`config.mk`:
```
export PLATFORM = sky130hd
export DESIGN_NAME = serial_frame_sync
export DESIGN_NICKNAME = d
export VERILOG_FILES = /design/src/rtl/serial_frame_sync.sv
export SDC_FILE = /design/constraint.sdc
export NUM_CORES = 1
export LEC_CHECK = 0
export BUFFER_PORTS_ARGS = -buffer_cell sky130_fd_sc_hd__buf_2
export CORE_MARGIN = 4
export CORE_UTILIZATION = 35
export CTS_CLUSTER_SIZE = 24
export DETAILED_ROUTE_END_ITERATION = 8
export GPL_TIMING_DRIVEN = 0
export PLACE_DENSITY = 0.5
export SLEW_MARGIN = 30
export SYNTH_ARGS = -nofsm -noshare
export SYNTH_HDL_FRONTEND = slang
export SYNTH_SLANG_ARGS = --single-unit
```
`constraint.sdc`:
```
create_clock -name clk -period 4.09 [get_ports clk]
set_clock_uncertainty 0.2 [all_clocks]
set_input_delay 0.2045 -clock clk [delete_from_list [all_inputs] [get_ports clk]]
set_output_delay 0.2045 -clock clk [all_outputs]
set_load 0.05 [all_outputs]
```
`src/rtl/serial_frame_sync.sv`:
```
// Frame synchronizer: hunts for a serial sync word, then tracks frame timing
// (payload count + sync check), acquires lock after consecutive good syncs,
// flywheels through isolated sync errors and forwards payload bits while locked.
module serial_frame_sync #(
    parameter int unsigned          PATTERN_W   = 4,
    parameter logic [PATTERN_W-1:0] PATTERN     = 4'b1011,
    parameter int unsigned          PAYLOAD_LEN = 8,
    parameter int unsigned          LOCK_CNT    = 2,
    parameter int unsigned          MISS_CNT    = 2
) (
    input  logic clk,
    input  logic rst,
    input  logic din_valid,
    input  logic din,
    output logic sync_pulse,
    output logic miss_err,
    output logic locked,
    output logic payload_valid,
    output logic payload_bit,
    output logic frame_start
);

    localparam int unsigned FILL_W = $clog2(PATTERN_W + 1);
    localparam int unsigned CNT_W  = 8;
    localparam int unsigned GM_W   = 4;

    typedef enum logic [1:0] {
        HUNT    = 2'd0,
        PAYLOAD = 2'd1,
        CHECK   = 2'd2
    } state_t;

    state_t               state, state_d;
    logic [PATTERN_W-1:0] window, window_d, shifted;
    logic [FILL_W-1:0]    fill, fill_d, fill_inc;
    logic [CNT_W-1:0]     bit_cnt, bit_cnt_d, bit_cnt_inc;
    logic [GM_W-1:0]      good, good_d, good_sat;
    logic [GM_W-1:0]      miss, miss_d, miss_inc;
    logic                 locked_d;
    logic                 sync_pulse_d, miss_err_d;
    logic                 payload_valid_d, payload_bit_d, frame_start_d;

    // Post-shift window and saturating/incremented counter values
    assign shifted     = {window[PATTERN_W-2:0], din};
    assign fill_inc    = (fill == FILL_W'(PATTERN_W)) ? fill : fill + FILL_W'(1);
    assign bit_cnt_inc = bit_cnt + CNT_W'(1);
    assign good_sat    = (good >= GM_W'(LOCK_CNT)) ? good : good + GM_W'(1);
    assign miss_inc    = miss + GM_W'(1);

    // Next-state, counter and output decode; only accepted bits change anything
    always_comb begin
        state_d         = state;
        window_d        = window;
        fill_d          = fill;
        bit_cnt_d       = bit_cnt;
        good_d          = good;
        miss_d          = miss;
        locked_d        = locked;
        sync_pulse_d    = 1'b0;
        miss_err_d      = 1'b0;
        payload_valid_d = 1'b0;
        payload_bit_d   = 1'b0;
        frame_start_d   = 1'b0;

        if (din_valid) begin
            window_d = shifted;
            case (state)
                HUNT: begin
                    fill_d = fill_inc;
                    if ((shifted == PATTERN) && (fill_inc == FILL_W'(PATTERN_W))) begin
                        sync_pulse_d = 1'b1;
                        good_d       = GM_W'(1);
                        miss_d       = '0;
                        bit_cnt_d    = '0;
                        state_d      = PAYLOAD;
                        if (LOCK_CNT == 1) begin
                            locked_d = 1'b1;
                        end
                    end
                end

                PAYLOAD: begin
                    if (locked) begin
                        payload_valid_d = 1'b1;
                        payload_bit_d   = din;
                        frame_start_d   = (bit_cnt == '0);
                    end
                    bit_cnt_d = bit_cnt_inc;
                    if (bit_cnt_inc == CNT_W'(PAYLOAD_LEN)) begin
                        bit_cnt_d = '0;
                        state_d   = CHECK;
                    end
                end

                CHECK: begin
                    bit_cnt_d = bit_cnt_inc;
                    if (bit_cnt_inc == CNT_W'(PATTERN_W)) begin
                        bit_cnt_d = '0;
                        if (shifted == PATTERN) begin
                            sync_pulse_d = 1'b1;
                            good_d       = good_sat;
                            miss_d       = '0;
                            state_d      = PAYLOAD;
                            if (good_sat >= GM_W'(LOCK_CNT)) begin
                                locked_d = 1'b1;
                            end
                        end else begin
                            miss_err_d = 1'b1;
                            good_d     = '0;
                            if (!locked || (miss_inc >= GM_W'(MISS_CNT))) begin
                                // Drop back to a clean hunt
                                locked_d = 1'b0;
                                miss_d   = '0;
                                fill_d   = '0;
                                window_d = '0;
                                state_d  = HUNT;
                            end else begin
                                // Flywheel: keep lock and assume the frame boundary
                                miss_d  = miss_inc;
                                state_d = PAYLOAD;
                            end
                        end
                    end
                end

                default: begin
                    state_d = HUNT;
                end
            endcase
        end
    end

    // State, counters and registered outputs
    always_ff @(posedge clk or posedge rst) begin
        if (rst) begin
            state         <= HUNT;
            window        <= '0;
            fill          <= '0;
            bit_cnt       <= '0;
            good          <= '0;
            miss          <= '0;
            locked        <= 1'b0;
            sync_pulse    <= 1'b0;
            miss_err      <= 1'b0;
            payload_valid <= 1'b0;
            payload_bit   <= 1'b0;
            frame_start   <= 1'b0;
        end else begin
            state         <= state_d;
            window        <= window_d;
            fill          <= fill_d;
            bit_cnt       <= bit_cnt_d;
            good          <= good_d;
            miss          <= miss_d;
            locked        <= locked_d;
            sync_pulse    <= sync_pulse_d;
            miss_err      <= miss_err_d;
            payload_valid <= payload_valid_d;
            payload_bit   <= payload_bit_d;
            frame_start   <= frame_start_d;
        end
    end

endmodule
```
==> reports/qor.txt, run 1 <==
Final Setup Violations = 0
clk root buf = clkbuf_8
Tightest Hold Check Type = primary input to flop
Worst Hold Path EP = locked
Worst Setup Start Kind = flop
share of cells above drive strength 1 = 14.2%
outcome = finished clean
worst hold stages = 3
Worst Max-Slew Pin Slew = 0.745 ns
Cell Area, Synth = 0.00185 sq mm
met3 usage = 4.37%
Non-Filler Instances = 288
area grow syn2layout = 12.5%
Synth Warn # = 0
clock network power share = 20.2%
Power Dens Cells = 536 mW/mm^2
R2R depth = 8
vias per inst = 5.35
Vias = 1541
worst setup path category = flop to flop
antenna violations before repair = 0
hold_sp = din_valid
global-route wire length before repair = 7250 um
Net Sw Frac = 42.3%
clock-pin slew on the worst setup and hold paths = 0.06 ns
GRT overflow = 0
worst r2r dst = state[0]
fin crit share = 70.4%
worst skew pair latency = 0.28 ns
Main synth FF type = dfrtp_1
post-synthesis sequential area ratio = 40.6%
hold buffer count at CTS = 2
Final ANT Viol Nets = 0
Cells after Synth = 200
gr busiest metal = met2
syn_area_per_cell = 9.24 sq um
number of core rows = 26
EDFF count, synth = 0
WL/cell = 14.2 um
synthesis-stage register bit count = 30
synth unique cells = 55
DP Wirelength = 2970 um
total CTS buffers = 5
Peak VDD IR = 0.175 mV
largest net degree at the start of global routing = 31
vias in the first global route = 1505
WL final = 4090 um
Max clock buf depth = 2
Flop pwr share = 36.7%
die span in y = 80.7 um
I/O Buffers = 9
GP Congestion = 0.773
fin. max-slew vios = 0
slew margin rel. = 50.0%
nets@finish = 235
Die ar. = 0.00651 sq mm
setup repair after global routing missed its margin = no
drt pass-1 iters = 4
ant diodes = 0
M1 GR Usage = 19.2%
Detailed Route Iter0 Violations = 111
Resized cells post-CTS = 0
GRT Util Overall = 14.3%
min Tclk post-route = 2.88 ns
Fin Setup TNS = 0 ns
reg-to-reg setup timing slack = 1.21 ns
Pint = 643 uW
endpoint type of the worst setup path = flop
Hold Fails Final Rpt = 0
CTS H-tree lvls = 2
Core ar. = 0.00511 sq mm
worst path arrival time = 2.84 ns
P_leak = 0.000925 uW
Syn Nets = 217
Required @ worst endpoint = 4.05 ns
I/O Pins = 10
placed cells = 279
GR Util met2 = 21.9%
DIE WIDTH = 80.7 um
Max Freq = 347 MHz
clk sinks = 30
initial cell density of the core = 36.2%
Setup Buffers After CTS = 0
drt drc = 0
net load switching power = 471 uW
Gate power share = 43.1%
Max FO, Critical Path = 9
Reg2Reg Launch Point = fill[0]
ys async rst share = 100%
TritonCTS clock tree = built
max-cap violation count = 0
cells in the final DEF (no fill, tap or decap), drive strengths merged, types with 3 or more instances in the layout:
cell type and instances:
a21oi 8, a31oi 8, and3 3, buf 12
clkbuf 9, dfrtp 30, ha 13, inv 15
nand2 15, nand3 6, nand4b 3, nor2 17
nor3 4, o211ai 3, o21ai 25, o31ai 3
cell usage after synthesis, drive strengths merged (2+ instances only):
| library cell | count | area, sq um |
|---|---|---|
| dfrtp | 30 | 751 |
| o21ai | 25 | 125 |
| nor2 | 17 | 66.3 |
| inv | 15 | 56.3 |
| nand2 | 15 | 56.3 |
| ha | 13 | 163 |
| a21oi | 8 | 51.3 |
| a31oi | 8 | 50.1 |
| nand3 | 6 | 42.5 |
| clkbuf | 4 | 16.3 |
| nor3 | 4 | 25.0 |
| and3 | 3 | 18.8 |
| buf | 3 | 16.3 |
| nand4b | 3 | 26.3 |
| o211ai | 3 | 22.5 |
| o31ai | 3 | 22.5 |
| a211oi | 2 | 15.0 |
| and2 | 2 | 13.8 |
| nand3b | 2 | 15.0 |
| nand4 | 2 | 12.5 |
| nor2b | 2 | 12.5 |
| nor4 | 2 | 12.5 |
| o22ai | 2 | 12.5 |
| o32a | 2 | 20.0 |
| or2 | 2 | 12.5 |
| or3 | 2 | 12.5 |
metal layers:
layer  vias to the layer above  part of all wire (%)
met5                         -                     0
met4                         0                   1.7
met3                         9                   5.5
met2                        41                    43
met1                       728                    50
li1                        763                     -
logic make-up after synthesis:
family          Yosys count  synth area share (%)
simple gates             69                  20.9
compound gates           63                  23.3
flops                    30                  40.6
buf+inv                  22                  4.81
fa+ha+maj                13                  8.80
xor+xnor                  2                 0.948
mux                       1                 0.609
stage by stage:
step                      setup WS (ns)  hold WS, ns  total power, uW  utilization [%]  cell area, sq um
final                              1.21       0.0826             1110             40.7              2080
after global routing               1.10        0.109             1220             40.7              2080
after CTS                          1.23       0.0743             1120             40.7              2080
after detailed placement           1.25        0.142              892             38.8              1980
after global placement             1.25        0.276              886             38.8              1980
after floorplan                    1.53       0.0953              775                -              1850
power groups by stage:
stage | logic, uW | clock network (uW) | registers, uW
2_1_floorplan | 372 | 0 | 403
3_3_place_gp | 474 | 0 | 412
3_5_place_dp | 480 | 0 | 412
4_1_cts | 482 | 234 | 408
5_1_grt | 551 | 246 | 419
6_report | 481 | 225 | 409
worst max path at each step:
| stage | to | startpoint | cells after the start | slack, ns |
|---|---|---|---|---|
| global route | state[0] | fill[0] | 8 | 1.10 |
| detailed placement | state[0] | fill[0] | 8 | 1.25 |
| global placement | state[0] | fill[0] | 8 | 1.25 |
| CTS | state[0] | fill[0] | 8 | 1.23 |
| floorplan | state[0] | fill[0] | 8 | 1.53 |
| finish | state[0] | fill[0] | 8 | 1.21 |
critical path, stage by stage, from the launching register on:
cell     delay, ns
dfrtp_1       0.42
inv_1         0.09
ha_1          0.26
or3b_1        0.39
a311o_1       0.38
o21ai_0       0.16
nand2_1       0.28
nor3_2        0.24
mux2_1        0.34
cell type report:
type | count | area (sq um)
Multi-Input combinational cell | 148 | 1010
Fill cell | 547 | 3030
Clock inverter | 2 | 10.0
Tap cell | 70 | 87.6
Timing Repair Buffer | 11 | 65.1
Inverter | 15 | 56.3
Clock buffer | 5 | 68.8
Buffer | 7 | 32.5
Sequential cell | 30 | 751
registers in the layout (all words and copies together), names as in the netlist:
signal         flops
bit_cnt            8
fill               3
frame_start        1
good               4
locked             1
miss               4
miss_err           1
payload_bit        1
payload_valid      1
state              2
sync_pulse         1
window             3
Note: power is estimated with default switching activity, not from simulation.
==> run 2, diff against run 1 <==
- clock period: 4.09 -> 2.8 ns (I/O delays scaled with it)
==> reports/qor.txt, run 2 (same netlist as run 1, synthesis figures left out) <==
setup repair after global routing missed its margin = no
filler instances = 541 (-1.1%)
die span in y = 80.7 um (unchanged)
clk sinks = 30 (unchanged)
initial cell density of the core = 36.2% (unchanged)
fin crit share = 96.3% (+26 points)
drt pass-1 iters = 4 (unchanged)
GRT Util Overall = 14.3% (unchanged)
Max Freq = 371 MHz (+6.8%)
DIE WIDTH = 80.7 um (unchanged)
Buf/Inv on CP = 1 (unchanged)
global-route wire length before repair = 7250 um (unchanged)
R2R depth = 8 (unchanged)
GRT overflow = 0 (unchanged)
P_leak = 0.000957 uW (+3.4%)
DP Wirelength = 2970 um (unchanged)
Core ar. = 0.00511 sq mm (unchanged)
Required @ worst endpoint = 2.76 ns (-1.29 ns)
TritonCTS clock tree = built
fin. max-slew vios = 0 (unchanged)
reg-to-reg setup timing slack = 0.10 ns (-1.11 ns)
Reg2Reg Launch Point = fill[0]
biggest registers after layout = bit_cnt: 8 flops, good: 4 flops, miss: 4 flops
WL final = 4190 um (+2.5%)
Hold Fails Final Rpt = 0 (unchanged)
Peak VDD IR = 0.258 mV (+47%)
worst setup path category = flop to flop
largest net degree at the start of global routing = 31 (unchanged)
drt drc = 0 (unchanged)
Largest register FFs = 8 (unchanged)
commonest non-fill, non-tap cell in the layout = dfrtp_1
max-cap violation count = 0 (unchanged)
worst hold stages = 3 (unchanged)
Tightest Hold Check Type = primary input to flop
vias per inst = 5.35 (about the same)
clk root buf = clkbuf_8
endpoint type of the worst setup path = flop
Final ANT Viol Nets = 0 (unchanged)
Vias = 1574 (+2.1%)
Design Power = 1660 uW (+49%)
vias in the first global route = 1505 (unchanged)
min Tclk post-route = 2.70 ns (-0.182 ns)
Max FO, Critical Path = 6 (-3)
share of cells above drive strength 1 = 20.1% (+5.9 points)
Sequential Area = 754 sq um (+0.50%)
Power Dens Cells = 773 mW/mm^2 (+44%)
crit-path leading delay family = simple AND/OR/NAND/NOR gates
area of the multi-input gates = 0.00102 sq mm (+1.5%)
Worst Max-Slew Pin Slew = 0.770 ns (+0.0246 ns)
Max clock buf depth = 2 (unchanged)
nets@finish = 241 (+2.6%)
Detailed Route Iter0 Violations = 102 (-8.1%)
Worst Hold Path EP = locked
CTS H-tree lvls = 2 (unchanged)
total CTS buffers = 5 (unchanged)
worst r2r dst = state[0]
ant diodes = 0 (unchanged)
most frequent cells in the layout = 27 x dfrtp_1, 24 x o21ai_0, 16 x nor2_1, 14 x inv_1, 13 x nand2_1
WL/cell = 14.2 um (+0.43%)
clock-pin slew on the worst setup and hold paths = 0.06 ns (about the same)
Die ar. = 0.00651 sq mm (unchanged)
Final Setup Violations = 0 (unchanged)
I/O Pins = 10 (unchanged)
CP max stage cell = dfrtp_2
worst-path cell chain = inv_1 > ha_1 > or3b_1 > a311o_1 > o21ai_0 > nand2_2 > nor3_2 > mux2_1
I/O Buffers = 9 (unchanged)
GP Congestion = 0.773 (unchanged)
worst path arrival time = 2.66 ns (-0.18 ns)
Largest stage delay, worst path = 0.40 ns (-0.02 ns)
slew margin rel. = 48.4% (-1.7 points)
area grow syn2layout = 16.0%
antenna violations before repair = 0 (unchanged)
hold_sp = din_valid
Final Core Density = 42.0% (+1.3 points)
Worst Setup Start Kind = flop
outcome = finished clean
largest reg by FF count = bit_cnt
number of core rows = 26 (unchanged)
worst skew pair latency = 0.28 ns (about the same)
## run 2: timing repair
action	4_1_cts	5_1_grt
resized for setup	1	9
endpoints found under the setup margin	1	20
cloned	0	0
pin swaps	0	3
setup buffers	0	6
endpoints found under the hold margin	32	0
hold buffers	2	0
## run 2: tightest hold or removal path, delay by kind of cell
| family | cells | cell delay (ns) |
|---|---|---|
| simple gates | 1 | 0.12 |
| buf+inv | 1 | 0.14 |
| compound gates | 1 | 0.07 |
## run 2: worst max-delay path by stage
stage	start	cells past startpoint	end	slack, ns
after global placement	fill[0]	8	state[0]	-0.04
after floorplan	fill[0]	8	state[0]	0.24
final	fill[0]	8	state[0]	0.10
after CTS	fill[0]	8	state[0]	0.01
after global routing	fill[0]	9	bit_cnt[3]	0.003
after detailed placement	fill[0]	8	state[0]	-0.04
## run 2: area by class of cell
class                           instances  area share (%)
Buffer                                  7            1.58
Sequential cell                        30            35.2
Clock inverter                          2           0.467
Inverter                               15            2.63
Timing Repair Buffer                   17            5.13
Multi-Input combinational cell        148            47.7
Clock buffer                            5            3.21
Tap cell                               70            4.08
## run 2: per-stage QoR
stage / hold WS [ns] / instances / setup TNS, ns / cell area (sq um) / setup WS, ns
after floorplan: 0.0308 / 200 / 0 / 1850 / 0.239
after global placement: 0.212 / 279 / -0.0385 / 1980 / -0.0385
after detailed placement: 0.0775 / 279 / -0.0420 / 1980 / -0.0420
after CTS: 0.0156 / 288 / 0 / 2080 / 0.0117
after global routing: 0.0581 / 294 / 0 / 2140 / 0.00340
final: 0.0290 / 294 / 0 / 2140 / 0.103
## run 2: power by group
part           switching, uW  internal (uW)
Clock                    159            166
Sequential              87.6            514
Combinational            447            283
## run 2: routing by layer
metal	vias up	wire length (um)	share of wire (%)	GRT usage, %
li1	774	-	-	-
met2	51	1790	43	21.9
met3	7	228	5.4	4.37
met5	-	0	0	0
met1	742	2110	50	19.2
met4	0	60	1.4	4.73
==> run 3, diff against run 2 <==
- ABC_AREA: not set -> 1
==> reports/qor.txt, run 3 <==
Worst Setup Start Kind = flop
worst path arrival time = 2.20 ns (-0.46 ns)
routed wl met3 = 113 um (-50%)
Tightest Hold Check Type = primary input to flop
I/O Pins = 10 (unchanged)
Fin Setup TNS = 0 ns (unchanged)
synthesis-stage register bit count = 30 (unchanged)
most frequent cells in the layout = 60 x nand2_1, 30 x inv_1, 30 x dfrtp_1, 19 x nand3_1, 18 x nor2_1
Worst Max-Slew Pin Slew = 0.641 ns (-0.129 ns)
WL met2 = 1710 um (-4.5%)
syn_area_per_cell = 7.92 sq um (-14%)
ys async rst share = 100% (unchanged)
top sig layer = met4
Peak VDD IR = 0.192 mV (-26%)
Syn Nets = 252 (+16%)
crit path from = fill[0]
GRT overflow = 0 (unchanged)
Final Setup Violations = 0 (unchanged)
Required @ worst endpoint = 2.77 ns (about the same)
fin. max-slew vios = 0 (unchanged)
synth cell count leaders = 60 x nand2_1, 31 x inv_1, 30 x dfrtp_1
hold_sp = din_valid
CTS H-tree lvls = 2 (unchanged)
Largest register FFs = 8 (unchanged)
synth top area cells = dfrtp_1 40%, nand2_1 12%, ha_1 8.7%, inv_1 6.3%, nand3_1 5.1%
clk sinks = 30 (unchanged)
slew margin rel. = 57.2% (+8.9 points)
vias in the first global route = 1512 (+0.47%)
Largest stage delay, worst path = 0.37 ns (-0.03 ns)
antenna violations before repair = 0 (unchanged)
setup repair after global routing missed its margin = no
DIE WIDTH = 80.9 um (+0.33%)
drt drc = 0 (unchanged)
clk root buf = clkbuf_8
largest net degree at the start of global routing = 31 (unchanged)
initial cell density of the core = 36.2% (+0.039 points)
placed cells = 313 (+12%)
outcome = finished clean
Final ANT Viol Nets = 0 (unchanged)
biggest registers after layout = bit_cnt: 8 flops, good: 4 flops, miss: 4 flops
Detailed Route Iter0 Violations = 34 (-67%)
Max clock buf depth = 2 (unchanged)
drt pass-1 iters = 4 (unchanged)
WHS = 0.0824 ns (+0.0534 ns)
Main synth FF type = dfrtp_1
DP Wirelength = 2800 um (-5.9%)
Reg2Reg Launch Point = fill[0]
top cell type's share of synthesized area = 40.3% (-0.30 points)
Cell Area, Synth = 0.00186 sq mm (+0.74%)
endpoint type of the worst setup path = flop
post-synthesis sequential area ratio = 40.3% (-0.30 points)
commonest non-fill, non-tap cell in the layout = nand2_1
Hold Fails Final Rpt = 0 (unchanged)
Vias = 1497 (-4.9%)
synth unique cells = 31 (-44%)
filler instances = 554 (+2.4%)
Core ar. = 0.00514 sq mm (+0.64%)
Yosys top cell by area = dfrtp_1
CP max stage cell = dfrtp_1
count leader, synth = nand2_1
worst setup path category = flop to flop
Synth Warn # = 0 (unchanged)
die span in y = 80.9 um (+0.33%)
I/O Buffers = 8 (-1)
share of cells above drive strength 1 = 13.8% (-6.3 points)
clock-pin slew on the worst setup and hold paths = 0.06 ns (about the same)
EDFF count, synth = 0 (unchanged)
Max FO, Critical Path = 8 (+2)
Cells after Synth = 235 (+18%)
GP Congestion = 0.775 (+0.35%)
met1 wire length = 1940 um (-8.4%)
worst-path cell chain = inv_1 > ha_1 > nand2_1 > xor2_1 > nand3_1 > nand2_1 > nand2_1 > nor2_2 > nand2_2 > o21a_1
Die ar. = 0.00655 sq mm (+0.67%)
total CTS buffers = 5 (unchanged)
worst skew pair latency = 0.28 ns (about the same)
Non-Filler Instances = 323 (+9.9%)
GRT Util Overall = 13.3% (-1.0 points)
fin crit share = 79.7% (-17 points)
ant diodes = 0 (unchanged)
largest reg by FF count = bit_cnt
global-route wire length before repair = 6760 um (-6.7%)
most used cell along the critical path = nand2_1
P_leak = 0.00111 uW (+16%)
WL final = 3800 um (-9.2%)
vias per inst = 4.63 (-13%)
area grow syn2layout = 12.8%
Power Dens Cells = 769 mW/mm^2 (-0.49%)
Max Freq = 448 MHz (+21%)
WL/cell = 11.8 um (-17%)
nets@finish = 269 (+12%)
max-cap violation count = 0 (unchanged)
Buf/Inv on CP = 1 (unchanged)
Resized cells post-CTS = 0 (-1)
TritonCTS clock tree = built
number of core rows = 26 (unchanged)
crit-path leading delay family = simple AND/OR/NAND/NOR gates
min Tclk post-route = 2.23 ns (-0.465 ns)
-- run 3: changes by cell type in the layout (fill, tap and decap cells not counted), sizes merged, moves of 7 or more --
cell   delta
nand2    +50
inv      +16
nand3    +15
o21ai    -14
buf       -9
a31oi     -8
nand4     +7
nor2      +7
-- run 3: logic make-up (layout without fill, tap and decap cells) --
kind of cell | Yosys count | after routing | synth area share, %
AO/OA/AOI/OAI | 23 | 23 | 7.06
XOR/XNOR | 6 | 6 | 2.82
adder cells (fa/ha/maj) | 13 | 13 | 8.74
buffers and inverters | 34 | 52 | 7.66
flip-flops | 30 | 30 | 40.3
AND/OR/NAND/NOR | 129 | 129 | 33.4
-- run 3: worst register-to-register path, stage by stage, from the launching register on --
cell and delay [ns]:
dfrtp_1 0.37, inv_1 0.08, ha_1 0.19, nand2_1 0.09, xor2_1 0.24, nand3_1 0.16
nand2_1 0.08, nand2_1 0.09, nor2_2 0.26, nand2_2 0.18, o21a_1 0.20
-- run 3: layout make-up --
class	count	area [sq um]	area share [%]
multi-input combinational	171	968	46.1
sequential	30	751	35.7
inverter	31	116	5.54
tap	70	87.6	4.17
clock buffer	7	86.3	4.11
timing repair buffer	10	60.1	2.86
buffer	3	26.3	1.25
clock inverter	1	5.00	0.238
-- run 3: worst paths after layout --
kind	end	slack [ns]	cells after the start
min reg2reg	good[3]	0.29	1
max	good[3]	0.57	10
min	fill[2]	0.08	3
max in group asynchronous	miss[1]	1.69	3
min in group asynchronous	miss_err	0.30	3
max reg2reg	good[3]	0.57	10
-- run 3: where the power goes --
group	total (uW)	internal (uW)	switching, uW
registers	581	509	72.8
clock network	355	198	157
logic	679	234	445
total	1620	940	675
-- run 3: repair_timing --
action                    in CTS  in global routing
hold buffers                   2                  0
buffers inserted               0                  0
hold endpoints to repair      32                  0
-- run 3: routing by layer --
metal	global-route usage, %	vias to the layer above
li1	-	794
met1	17.0	680
met2	22.1	18
met3	3.66	5
met4	3.72	0
met5	0	-
-- run 3: stage by stage --
step / total power [uW] / setup slack, ns / utilization (%) / cell area (sq um)
2_1_floorplan: 1110 / 0.896 / - / 1860
3_3_place_gp: 1260 / 0.578 / 38.7 / 1990
3_5_place_dp: 1260 / 0.608 / 38.7 / 1990
4_1_cts: 1630 / 0.587 / 40.9 / 2100
5_1_grt: 1760 / 0.349 / 40.9 / 2100
6_report: 1620 / 0.568 / 40.9 / 2100
